`src/rtl/call_request_bank_if.sv`:
```
// Button/clear inputs and request outputs between the call-request bank and the floor scheduler.
// master = scheduler/driver side, slave = call_request_bank.
interface call_request_bank_if #(
    parameter int FLOORS  = 8,
    parameter int FLOOR_W = 3
);
    localparam int PC_W = $clog2(3*FLOORS+1);

    logic [FLOOR_W-1:0] cur_floor;
    logic               car_stopped;
    logic [FLOORS-1:0]  btn_in;
    logic [FLOORS-1:0]  btn_up_out;
    logic [FLOORS-1:0]  btn_down_out;
    logic [FLOORS-1:0]  clr_in;
    logic [FLOORS-1:0]  clr_up;
    logic [FLOORS-1:0]  clr_down;
    logic [FLOORS-1:0]  active_in_levels;
    logic [FLOORS-1:0]  active_out_up_levels;
    logic [FLOORS-1:0]  active_out_down_levels;
    logic               any_above;
    logic               any_below;
    logic               any_here;
    logic [PC_W-1:0]    pending_count;

    modport master (
        output cur_floor, car_stopped, btn_in, btn_up_out, btn_down_out,
               clr_in, clr_up, clr_down,
        input  active_in_levels, active_out_up_levels, active_out_down_levels,
               any_above, any_below, any_here, pending_count
    );

    modport slave (
        input  cur_floor, car_stopped, btn_in, btn_up_out, btn_down_out,
               clr_in, clr_up, clr_down,
        output active_in_levels, active_out_up_levels, active_out_down_levels,
               any_above, any_below, any_here, pending_count
    );
endinterface

```
`src/rtl/call_request_bank.sv`:
```
// Cabin/hall request bank: sync + debounce + edge-detect per button, request bits, direction summaries.
// BTN_DEBOUNCE_EN adds debounce counters (press-to-active DEBOUNCE_CYCLES+3 edges, else 3 edges).
module call_request_bank #(
    parameter int FLOORS          = 8,
    parameter int FLOOR_W         = 3,
    parameter int DEBOUNCE_CYCLES = 4,
    parameter int CNT_W           = 3
) (
    input  logic               clk,
    input  logic               reset,
    call_request_bank_if.slave bus
);
    localparam int PC_W = $clog2(3*FLOORS+1);
    localparam int NCH  = 3*FLOORS;
    localparam logic [FLOORS-1:0] UP_OK   = ~(FLOORS'(1) << (FLOORS-1));
    localparam logic [FLOORS-1:0] DOWN_OK = ~FLOORS'(1);

    generate
        if (DEBOUNCE_CYCLES < 1 || (2**CNT_W) <= DEBOUNCE_CYCLES || (2**FLOOR_W) < FLOORS) begin : g_bad_cfg
            $error("call_request_bank: inconsistent FLOORS/FLOOR_W/DEBOUNCE_CYCLES/CNT_W");
        end
    endgenerate

    logic [NCH-1:0]    raw, sync1, sync2, deb, deb_d, press;
    logic [FLOORS-1:0] ev_in, ev_up, ev_down;
    logic [FLOORS-1:0] act_in, act_up, act_down, blocked;
    logic [PC_W-1:0]   pend, pend_nxt;
    logic [31:0]       cur_ext;
    logic              above, below, here;

    assign raw = {bus.btn_down_out, bus.btn_up_out, bus.btn_in};

    always_ff @(posedge clk) begin
        if (!reset) begin
            sync1 <= '0;
            sync2 <= '0;
            deb_d <= '0;
        end else begin
            sync1 <= raw;
            sync2 <= sync1;
            deb_d <= deb;
        end
    end

`ifdef BTN_DEBOUNCE_EN
    logic [CNT_W-1:0] cnt [NCH];
    logic [NCH-1:0]   deb_q;

    // A level change is accepted only after DEBOUNCE_CYCLES consecutive differing samples.
    always_ff @(posedge clk) begin
        if (!reset) begin
            deb_q <= '0;
            for (int i = 0; i < NCH; i++) cnt[i] <= '0;
        end else begin
            for (int i = 0; i < NCH; i++) begin
                if (sync2[i] == deb_q[i]) begin
                    cnt[i] <= '0;
                end else if (cnt[i] == CNT_W'(DEBOUNCE_CYCLES-1)) begin
                    deb_q[i] <= sync2[i];
                    cnt[i]   <= '0;
                end else begin
                    cnt[i] <= cnt[i] + CNT_W'(1);
                end
            end
        end
    end
    assign deb = deb_q;
`else
    assign deb = sync2;
`endif

    assign press   = deb & ~deb_d;
    assign ev_in   = press[FLOORS-1:0];
    assign ev_up   = press[2*FLOORS-1:FLOORS];
    assign ev_down = press[3*FLOORS-1:2*FLOORS];
    assign cur_ext = 32'(bus.cur_floor);

    always_comb begin
        blocked = '0;
        above   = 1'b0;
        below   = 1'b0;
        here    = 1'b0;
        for (int f = 0; f < FLOORS; f++) begin
            blocked[f] = bus.car_stopped && (bus.cur_floor == FLOOR_W'(f));
            if (32'(f) > cur_ext)
                above = above | act_in[f] | act_up[f] | act_down[f];
            else if (32'(f) == cur_ext)
                here = here | act_in[f] | act_up[f] | act_down[f];
            else
                below = below | act_in[f] | act_up[f] | act_down[f];
        end
    end

    always_comb begin
        pend_nxt = '0;
        for (int f = 0; f < FLOORS; f++)
            pend_nxt = pend_nxt + PC_W'(act_in[f]) + PC_W'(act_up[f]) + PC_W'(act_down[f]);
    end

    // Clear dominates a same-cycle press; cabin presses toggle, hall presses only set.
    always_ff @(posedge clk) begin
        if (!reset) begin
            act_in   <= '0;
            act_up   <= '0;
            act_down <= '0;
            pend     <= '0;
        end else begin
            act_in   <= (act_in ^ (ev_in & ~blocked)) & ~bus.clr_in;
            act_up   <= (act_up | (ev_up & ~blocked)) & ~bus.clr_up & UP_OK;
            act_down <= (act_down | (ev_down & ~blocked)) & ~bus.clr_down & DOWN_OK;
            pend     <= pend_nxt;
        end
    end

    assign bus.active_in_levels       = act_in;
    assign bus.active_out_up_levels   = act_up;
    assign bus.active_out_down_levels = act_down;
    assign bus.any_above              = above;
    assign bus.any_below              = below;
    assign bus.any_here               = here;
    assign bus.pending_count          = pend;
endmodule

```
`src/flat_wrapper.sv`:
```
// flat-port wrapper written by rule: the top's interface ports become plain ports
module call_request_bank_flat 
#(
    parameter int FLOORS          = 8,
    parameter int FLOOR_W         = 3,
    parameter int DEBOUNCE_CYCLES = 4,
    parameter int CNT_W           = 3
)
  (clk, reset, bus_cur_floor, bus_car_stopped, bus_btn_in, bus_btn_up_out, bus_btn_down_out, bus_clr_in, bus_clr_up, bus_clr_down, bus_active_in_levels, bus_active_out_up_levels, bus_active_out_down_levels, bus_any_above, bus_any_below, bus_any_here, bus_pending_count);
  call_request_bank_if #(.FLOORS(FLOORS), .FLOOR_W(FLOOR_W)) bus_i ();
  input  logic clk;
  input  logic reset;
  input wire logic [$bits(bus_i.cur_floor)-1:0] bus_cur_floor;
  input wire logic [$bits(bus_i.car_stopped)-1:0] bus_car_stopped;
  input wire logic [$bits(bus_i.btn_in)-1:0] bus_btn_in;
  input wire logic [$bits(bus_i.btn_up_out)-1:0] bus_btn_up_out;
  input wire logic [$bits(bus_i.btn_down_out)-1:0] bus_btn_down_out;
  input wire logic [$bits(bus_i.clr_in)-1:0] bus_clr_in;
  input wire logic [$bits(bus_i.clr_up)-1:0] bus_clr_up;
  input wire logic [$bits(bus_i.clr_down)-1:0] bus_clr_down;
  output wire logic [$bits(bus_i.active_in_levels)-1:0] bus_active_in_levels;
  output wire logic [$bits(bus_i.active_out_up_levels)-1:0] bus_active_out_up_levels;
  output wire logic [$bits(bus_i.active_out_down_levels)-1:0] bus_active_out_down_levels;
  output wire logic [$bits(bus_i.any_above)-1:0] bus_any_above;
  output wire logic [$bits(bus_i.any_below)-1:0] bus_any_below;
  output wire logic [$bits(bus_i.any_here)-1:0] bus_any_here;
  output wire logic [$bits(bus_i.pending_count)-1:0] bus_pending_count;
  assign bus_i.cur_floor = bus_cur_floor;
  assign bus_i.car_stopped = bus_car_stopped;
  assign bus_i.btn_in = bus_btn_in;
  assign bus_i.btn_up_out = bus_btn_up_out;
  assign bus_i.btn_down_out = bus_btn_down_out;
  assign bus_i.clr_in = bus_clr_in;
  assign bus_i.clr_up = bus_clr_up;
  assign bus_i.clr_down = bus_clr_down;
  assign bus_active_in_levels = bus_i.active_in_levels;
  assign bus_active_out_up_levels = bus_i.active_out_up_levels;
  assign bus_active_out_down_levels = bus_i.active_out_down_levels;
  assign bus_any_above = bus_i.any_above;
  assign bus_any_below = bus_i.any_below;
  assign bus_any_here = bus_i.any_here;
  assign bus_pending_count = bus_i.pending_count;
  call_request_bank #(.FLOORS(FLOORS), .FLOOR_W(FLOOR_W), .DEBOUNCE_CYCLES(DEBOUNCE_CYCLES), .CNT_W(CNT_W)) u_core (.clk(clk), .reset(reset), .bus(bus_i));
endmodule
```
`config.mk`:
```
export PLATFORM = sky130hd
export DESIGN_NAME = call_request_bank_flat
export DESIGN_NICKNAME = d
export VERILOG_FILES = /design/src/rtl/call_request_bank_if.sv /design/src/rtl/call_request_bank.sv /design/src/flat_wrapper.sv
export SDC_FILE = /design/constraint.sdc
export NUM_CORES = 1
export LEC_CHECK = 0
export CAP_MARGIN = 10
export CORE_MARGIN = 5
export CORE_UTILIZATION = 30
export CTS_CLUSTER_SIZE = 20
export DETAILED_ROUTE_END_ITERATION = 10
export GPL_TIMING_DRIVEN = 0
export PLACE_DENSITY_LB_ADDON = 0.1
export REMOVE_ABC_BUFFERS = 1
export SLEW_MARGIN = 20
export SYNTH_ARGS = -nofsm -noshare
export SYNTH_HDL_FRONTEND = slang
export SYNTH_SLANG_ARGS = --single-unit
```
`constraint.sdc`:
```
create_clock -name clk -period 12.2 [get_ports clk]
set_input_delay 3.66 -clock clk [delete_from_list [all_inputs] [get_ports clk]]
set_output_delay 3.66 -clock clk [all_outputs]
set_load 0.01 [all_outputs]
```
After elaboration in Yosys (flattened, before gate mapping)

Cells that the tools add are included.

Logic and storage cells: 183
Output and inout port bits: 32
Bits of input ports: 54
Register bits after elaboration: 100

Bitwise logic cells: 80
Multiplexer cells: 40
Add/subtract/negate cells: 23
Magnitude comparators: 8
Equal/unequal tests: 14
Reductions and logical operators: 10

Operators with widths:

| kind                                                                  | count |
|---|---|
| 5-bit by 1-bit adder with 5-bit output                                | 21 |
| 1-bit OR                                                              | 62 |
| 1-bit two-way mux                                                     | 40 |
| 8-bit bitwise AND                                                     | 4 |
| 32-bit logical NOT                                                    | 1 |
| 24-bit bitwise AND                                                    | 1 |
| 24-bit inverter                                                       | 1 |
| 8-bit inverter                                                        | 3 |
| 7-bit bitwise AND                                                     | 2 |
| 3-bit equality test, first input constant                             | 4 |
| 3-bit equality test, second input constant                            | 4 |
| 3-bit > comparator, first input constant                              | 4 |
| 1-bit logical AND                                                     | 8 |
| 8-bit OR                                                              | 1 |
| 8-bit XOR                                                             | 1 |
| 7-bit inverter                                                        | 1 |
| 7-bit OR                                                              | 1 |
| 2-bit by 3-bit equality test with 1-bit output, first input constant  | 2 |
| 3-bit by 2-bit equality test with 1-bit output, second input constant | 2 |
| 1-bit by 3-bit > comparator with 1-bit output, first input constant   | 2 |
| 2-bit by 3-bit > comparator with 1-bit output, first input constant   | 2 |
| 5-bit by 1-bit adder with 5-bit output, second input constant         | 1 |
| 1-bit by 3-bit equality test with 1-bit output, first input constant  | 1 |
| 3-bit by 1-bit equality test with 1-bit output, second input constant | 1 |
| other kinds (3)                                                       | 5 |

Depth between registers and ports, before layout

Gate-level depths: netlist of the first run.

Depth after elaboration: 39
Mapped depth: 15
Depth with buffers taken out: 15

Least setup slack after synthesis of the first run

No wires, ideal clock.

Kind: input-to-output
From: in bus_cur_floor[1]
To: out bus_any_here
Setup slack: 4125 ps
Arrival time: 4415 ps
Cell stages on the path: 2
Data required time: 8540 ps
Buffers on the path: 0
Cells stage by stage: mux4_1 > mux2i_1

Longest elaborated chain between the ends: 38
Elaborated cells between the ends (all ways): 53
Those cells by class: order compare (8); eq/ne (7); mux (16); bitwise (21); reduce/logical (1)

Ends and longest elaborated chain:

| what                   | line                    | source |
|---|---|---|
| from (decl)            | flat_wrapper.sv:13      | `input wire logic [$bits(bus_i.cur_floor)-1:0] bus_cur_floor;` |
| 32-bit logical NOT     | call_request_bank.sv:87 | `else if (32'(f) == cur_ext)` |
| 1-bit two-way mux      | call_request_bank.sv:87 |  |
| 1-bit two-way mux      | call_request_bank.sv:85 | `if (32'(f) > cur_ext)` |
| 1-bit OR (3 in series) | call_request_bank.sv:88 | `here = here \| act_in[f] \| act_up[f] \| act_down[f];` |
| 1-bit two-way mux      | call_request_bank.sv:87 |  |
| 1-bit two-way mux      | call_request_bank.sv:85 |  |
| 1-bit OR (3 in series) | call_request_bank.sv:88 |  |
| 1-bit two-way mux      | call_request_bank.sv:87 |  |
| (+14 left out)         | --                      |  |
| 1-bit two-way mux      | call_request_bank.sv:87 |  |
| 1-bit two-way mux      | call_request_bank.sv:85 |  |
| 1-bit OR (3 in series) | call_request_bank.sv:88 |  |
| 1-bit two-way mux      | call_request_bank.sv:87 |  |
| 1-bit two-way mux      | call_request_bank.sv:85 |  |
| 1-bit OR (3 in series) | call_request_bank.sv:88 |  |
| 1-bit two-way mux      | call_request_bank.sv:87 |  |
| 1-bit two-way mux (*)  | call_request_bank.sv:85 |  |
| to (decl)              | flat_wrapper.sv:26      | `output wire logic [$bits(bus_i.any_here)-1:0] bus_any_here;` |

Mark *: on every way between the ends. The rest lies on a longest branch, timed or not.

Worst setup path in the final report of the first run

Ends and elaborated chain as after synthesis.

==> results of run 1 <==
flip-flops by register name, indices dropped and copies added, names as in the netlist:
signal / cells
u_core.bus.active_in_levels: 8
u_core.bus.active_out_up_levels: 7
u_core.deb: 22
u_core.bus.active_out_down_levels: 7
u_core.deb_d: 22
u_core.bus.pending_count: 5
u_core.sync1: 22
power by group through the flow:
stage | Sequential, mW | Combinational [mW] | Clock, mW
global placement | 0.327 | 0.0696 | 0
finish | 0.320 | 0.0684 | 0.284
global route | 0.322 | 0.0770 | 0.307
detailed placement | 0.328 | 0.0697 | 0
floorplan | 0.328 | 0.0313 | 0
CTS | 0.321 | 0.0701 | 0.295
how the worst max path moves through the flow:
stage	to	cells after the start
after floorplan	bus_any_here	2
after global placement	bus_any_here	4
after detailed placement	bus_any_here	4
after CTS	bus_any_here	4
after global routing	bus_any_here	4
final	bus_any_here	4
worst register-to-register path, delay by kind of cell, from the launching register on:
kind            cells  cell delay [ns]
compound gates      2             0.30
flops               1             0.41
simple gates        1             0.06
buf+inv             3             0.19
fa+ha+maj           8             3.49
cell usage in the layout (no fill, tap or decap), types with 2 or more instances in the layout:
master,Yosys,final
a21o_1,3,3
a21oi_1,3,3
a31oi_1,14,14
and2_1,71,71
clkbuf_16,0,9
clkdlybuf4s50_1,0,78
conb_1,1,2
dfxtp_1,93,93
fa_1,15,15
ha_1,8,8
inv_1,46,46
inv_6,0,2
mux4_1,2,2
nand2_1,2,2
nand2b_1,2,2
nand3_1,3,3
nand3b_1,6,6
nand4_1,2,2
nand4b_2,2,2
nand4bb_1,2,2
nor2_1,2,2
nor2b_1,2,2
nor3_1,3,3
nor3_2,3,3
nor3b_1,17,17
nor3b_2,5,5
xnor2_1,6,6
xor2_1,4,4
cell type report:
class	instances	area [µm²]	share of cell area
flip-flops and latches	93	1862	0.3745
multi-input cells	192	1630	0.3280
repair buffers	79	788.3	0.1586
clock buffers	10	239.0	0.04807
well taps	168	210.2	0.04229
inverters	46	172.7	0.03473
clock inverters	6	68.82	0.01384
layer usage:
layer | up-vias | track usage
met3 | 7 | 0.03389
met1 | 1142 | 0.1450
met4 | 0 | 0.03782
li1 | 1259 | -
met5 | - | 0
met2 | 60 | 0.1671
cell families (layout without fill, tap and decap cells):
group                      after synthesis  in the layout
adders and majority gates               23             23
xor gates and xnor gates                10             10
other                                    1              2
buffers and inverters                   62            141
and+or+nand+nor                        125            125
muxes                                    3              3
AOI/OAI and AO/OA                       29             29
DFF                                     93             93
metrics by stage:
step                power (mW)  worst slack, ns  instances  instance area, µm²
floorplan               0.3588            4.125        331                3665
global placement        0.3970            2.597        578                4666
detailed placement      0.3972            2.594        578                4663
CTS                     0.6858            2.578        594                4971
global route            0.7056            2.499        594                4971
finish                  0.6732            2.621        594                4971
==> reports/metrics.yaml, run 1 <==
h-tree-depth: 3
core_area_um2: 12110
overflow: 0
path_class: "in2out"
min_from: "u_core.sync1[23]"
crit_path_end_kind: "primary output"
vias: 2468
post_cts_resized: 0
worstMarginPinSlew_ns: 0.6806
post-synth-top-area-cell: "dfxtp_1"
power.share.clock: 0.422
drv_slew: 0
pwr-share-seq: 0.476
syn-cell-area_um2: 3746
cp_slowest_cell: "clkdlybuf4s50_1"
crit_required_ns: 8.54
dp_hpwl_um: 5548
routed_wirelength_um: 7692
final.setup.tns_ns: 0
utilization: 0.4104
pin_count: 86
hold_end: "u_core.deb[23]"
muxShareOfSynthArea: 0.01670
synthSimpleGateAreaFrac: 0.2315
route.met2.wl_um: 3539
setup_viol: 0
status: "finished, final reports clean"
cp_max_fo: 15
antenna_found_initial: 0
min_path_type: "reg2reg"
area_growth_syn_to_layout_pct: 32.70
io_buffers: 79
skew_ns: 0.007488
syn_inst: 346
post-route-min-period_ns: 9.579
leakage_nw: 1.955
rsz0062_at_grt: "false"
drtPass1Iterations: 4
rr_endpoint: "u_core.bus.pending_count[4]"
fillers: 1208
max_freq_mhz: 104.4
gp_congestion: 0.7352
nets: 498
met1_length_um: 3679
fin_crit_sh: 0.7851
start_util: 0.3093
cts-hold-fix-buffers: 0
crit_path_max_incr_delay_ns: 0.89
synth_edf_count: 0
clockBufferDepth: 2
cpMostUsedCell: "clkdlybuf4s50_1"
crit_path_start_kind: "input port"
cts.sinks: 93
cp_cell_sequence: "clkdlybuf4s50_1, mux4_1, mux2i_1, clkdlybuf4s50_1"
synth_compound_area_frac: 0.05478
p_switching_uw: 151.8
synth_adder_area_share: 0.1069
rows: 40
track_usage: 0.1089
crit_family: "buffers and inverters"
die_x_um: 121.7
async_flop_share: 0
grt_pass1_vias: 2479
internal_power_uw: 521.3
arrival_ns: 5.92
cts_made_buffers: 9
ys_warn_count: 0
maxCapViolCount: 0
synth_top_area_share: 0.4970
drt_iter0_markers: 131
synth_xor_area_frac: 0.02338
reg2reg_depth: 14
slew_headroom: 0.5463
hold_viol_final: 0
cts_tree: "done"
cts-root-buf: "clkbuf_16"
synth_common_cells: "93 x dfxtp_1, 71 x and2_1, 46 x inv_1, 17 x nor3b_1, 15 x fa_1"
antenna_left: 0
die_y_um: 121.7
clkLatencyLatePin_ns: 0.33
fp.dieArea_um2: 14820
grt_max_degree: 94
power.density_nw_per_um2: 135.4
grt_pass1_wl_um: 12600
post_cts_buffers: 0
wl_per_cell_um: 12.95
comb_power_share: 0.102
synth_area_leaders: "dfxtp_1 50%, and2_1 12%, fa_1 8.0%, inv_1 4.6%, nor3b_1 3.4%"
syn_avg_cell_area_um2: 10.83
whs_ns: 0.4324
timing.critical_path.buf_inv: 2
startpoint: "bus_cur_floor[1]"
ys.flop_type: "dfxtp_1"
viasPerCell: 4.155
synth.most_common_cell: "dfxtp_1"
drive_above_1_share: 0.07277
switching_share: 0.2255
ys_seq_area_frac: 0.4970
path_clk_slew_ns: 0.06
ir_drop_mv: 0.06076
r2r_slack_ns: 7.66
synth-seq-cells: 93
top_layer: "met4"
holdPathStages: 1
synth_top_family_by_area: "simple AND/OR/NAND/NOR gates"
ys_types: 42
n_antenna_cell: 0
drc: 0
dr_wl_met3_um: 386
r2r_start: "u_core.bus.active_out_up_levels[0]"
(Power assumes the default switching activity.)
==> inputs of run 2 (changes only) <==
==> constraint.sdc (replaced) <==
create_clock -name clk -period 8.6 [get_ports clk]
set_input_delay 2.58 -clock clk [delete_from_list [all_inputs] [get_ports clk]]
set_output_delay 2.58 -clock clk [all_outputs]
set_load 0.01 [all_outputs]
==> results of run 2 <==
Same layout as run 1 (identical final DEF). Status: finished, final reports clean.
Main changes from that run: setup slack after placement 2.594 ns -> 1.154 ns; setup slack after layout 2.621 ns -> 1.181 ns; register-to-register setup slack 7.66 ns -> 4.06 ns; total power 0.6732 mW -> 0.9550 mW; worst IR drop on VDD 0.06076 mV -> 0.08620 mV
==> inputs of run 3 (changes only) <==
--- a/config.mk
+++ b/config.mk
@@ -11,7 +11,7 @@
 export CTS_CLUSTER_SIZE = 20
 export DETAILED_ROUTE_END_ITERATION = 10
 export GPL_TIMING_DRIVEN = 0
-export PLACE_DENSITY_LB_ADDON = 0.1
+export PLACE_DENSITY = 0.65
 export REMOVE_ABC_BUFFERS = 1
 export SLEW_MARGIN = 20
 export SYNTH_ARGS = -nofsm -noshare
==> reports/metrics.yaml, run 3 (synthesized netlist as in run 1, its figures left out) <==
status: "finished, final reports clean"
io_buffers: 79
grt_pass1_wl_um: 12350
core_area_um2: 12110
grt_pass1_vias: 2507
grt_max_degree: 54
gp_congestion: 0.7989
post_cts_buffers: 0
die_y_um: 121.7
max_freq_mhz: 134.9
cts_made_buffers: 9
ir_drop_mv: 0.07894
utilization: 0.4116
antenna_found_initial: 0
maxCapViolCount: 0
wl_per_cell_um: 12.79
startpoint: "bus_cur_floor[1]"
cts_tree: "done"
overflow: 0
rsz0062_at_grt: "false"
pin_count: 86
antenna_left: 0
final.setup.tns_ns: 0
track_usage: 0.1093
fillers: 1241
dp_hpwl_um: 5822
h-tree-depth: 3
cts-hold-fix-buffers: 0
r2r_start: "u_core.bus.active_in_levels[0]"
fin_crit_sh: 0.8621
cts.sinks: 93
min_path_type: "reg2reg"
area_growth_syn_to_layout_pct: 33.07
clkLatencyLatePin_ns: 0.34
nets: 499
min_from: "u_core.sync1[23]"
hold_viol_final: 0
n_antenna_cell: 0
crit_path_start_kind: "input port"
leakage_nw: 1.964
routed_wirelength_um: 7611
clockBufferDepth: 2
dp_slack_ns: 1.166
most-common-layout-cells: "93 x dfxtp_1, 78 x clkdlybuf4s50_1, 71 x and2_1"
worstMarginPinSlew_ns: 0.6733
cp_max_fo: 15
skew_ns: 0.007547
switching_share: 0.2137
comb_power_share: 0.104
drive_above_1_share: 0.07026
whs_ns: 0.4308
arrival_ns: 4.83
start_util: 0.3093
rows: 40
viasPerCell: 4.229
power.density_nw_per_um2: 190.5
die_x_um: 121.7
mostFrequentLayoutCell: "dfxtp_1"
pwr-share-seq: 0.479
crit_path_end_kind: "primary output"
internal_power_uw: 746.8
post_cts_resized: 0
setup_ws_ns: 1.186
path_class: "in2out"
p_switching_uw: 203.0
drv_slew: 0
setup_viol: 0
vias: 2516
drt_iter0_markers: 117
power.total_uw: 949.8
cts-root-buf: "clkbuf_16"
crit_required_ns: 6.02
fp.dieArea_um2: 14820
path_clk_slew_ns: 0.06
r2r_slack_ns: 4.03
drc: 0
drtPass1Iterations: 4
slew_headroom: 0.5498
post-route-min-period_ns: 7.414
power.share.clock: 0.417
## run 3: worst paths after layout
| kind | endpoint | depth (start not counted) |
|---|---|---|
| max reg2reg | u_core.bus.pending_count[4] | 14 |
| min | u_core.deb[23] | 1 |
| min reg2reg | u_core.deb[23] | 1 |
| max | bus_any_here | 4 |
## run 3: critical path, stage by stage
cell and delay, ns:
clkdlybuf4s50_1 0.89, mux4_1 0.64, mux2i_1 0.15, clkdlybuf4s50_1 0.57
## run 3: through the flow
| stage | area [µm²] | cells |
|---|---|---|
| 2_1_floorplan | 3665 | 331 |
| 3_3_place_gp | 4666 | 578 |
| 3_5_place_dp | 4681 | 579 |
| 4_1_cts | 4985 | 595 |
| 5_1_grt | 4985 | 595 |
| 6_report | 4985 | 595 |
## run 3: final cells by class
type | instances | area, µm² | area share
clock buffers | 13 | 260.3 | 0.05221
clock inverters | 3 | 43.79 | 0.008785
inverters | 46 | 172.7 | 0.03464
multi-input cells | 192 | 1630 | 0.3271
flip-flops and latches | 93 | 1862 | 0.3735
well taps | 168 | 210.2 | 0.04217
repair buffers | 80 | 805.8 | 0.1616
## run 3: routing by layer
layer / part of all wire / vias to the layer above / global-route usage
li1: - / 1259 / -
met1: 0.45 / 1181 / 0.1315
met2: 0.47 / 65 / 0.1761
met3: 0.066 / 11 / 0.04550
met4: 0.017 / 0 / 0.03852
met5: 0 / - / 0
## run 3: power by group through the flow
stage	logic (mW)	clock network, mW	registers [mW]
2_1_floorplan	0.0444	0	0.465
3_3_place_gp	0.0973	0	0.464
3_5_place_dp	0.101	0	0.465
4_1_cts	0.101	0.409	0.455
5_1_grt	0.110	0.425	0.456
6_report	0.0990	0.396	0.455
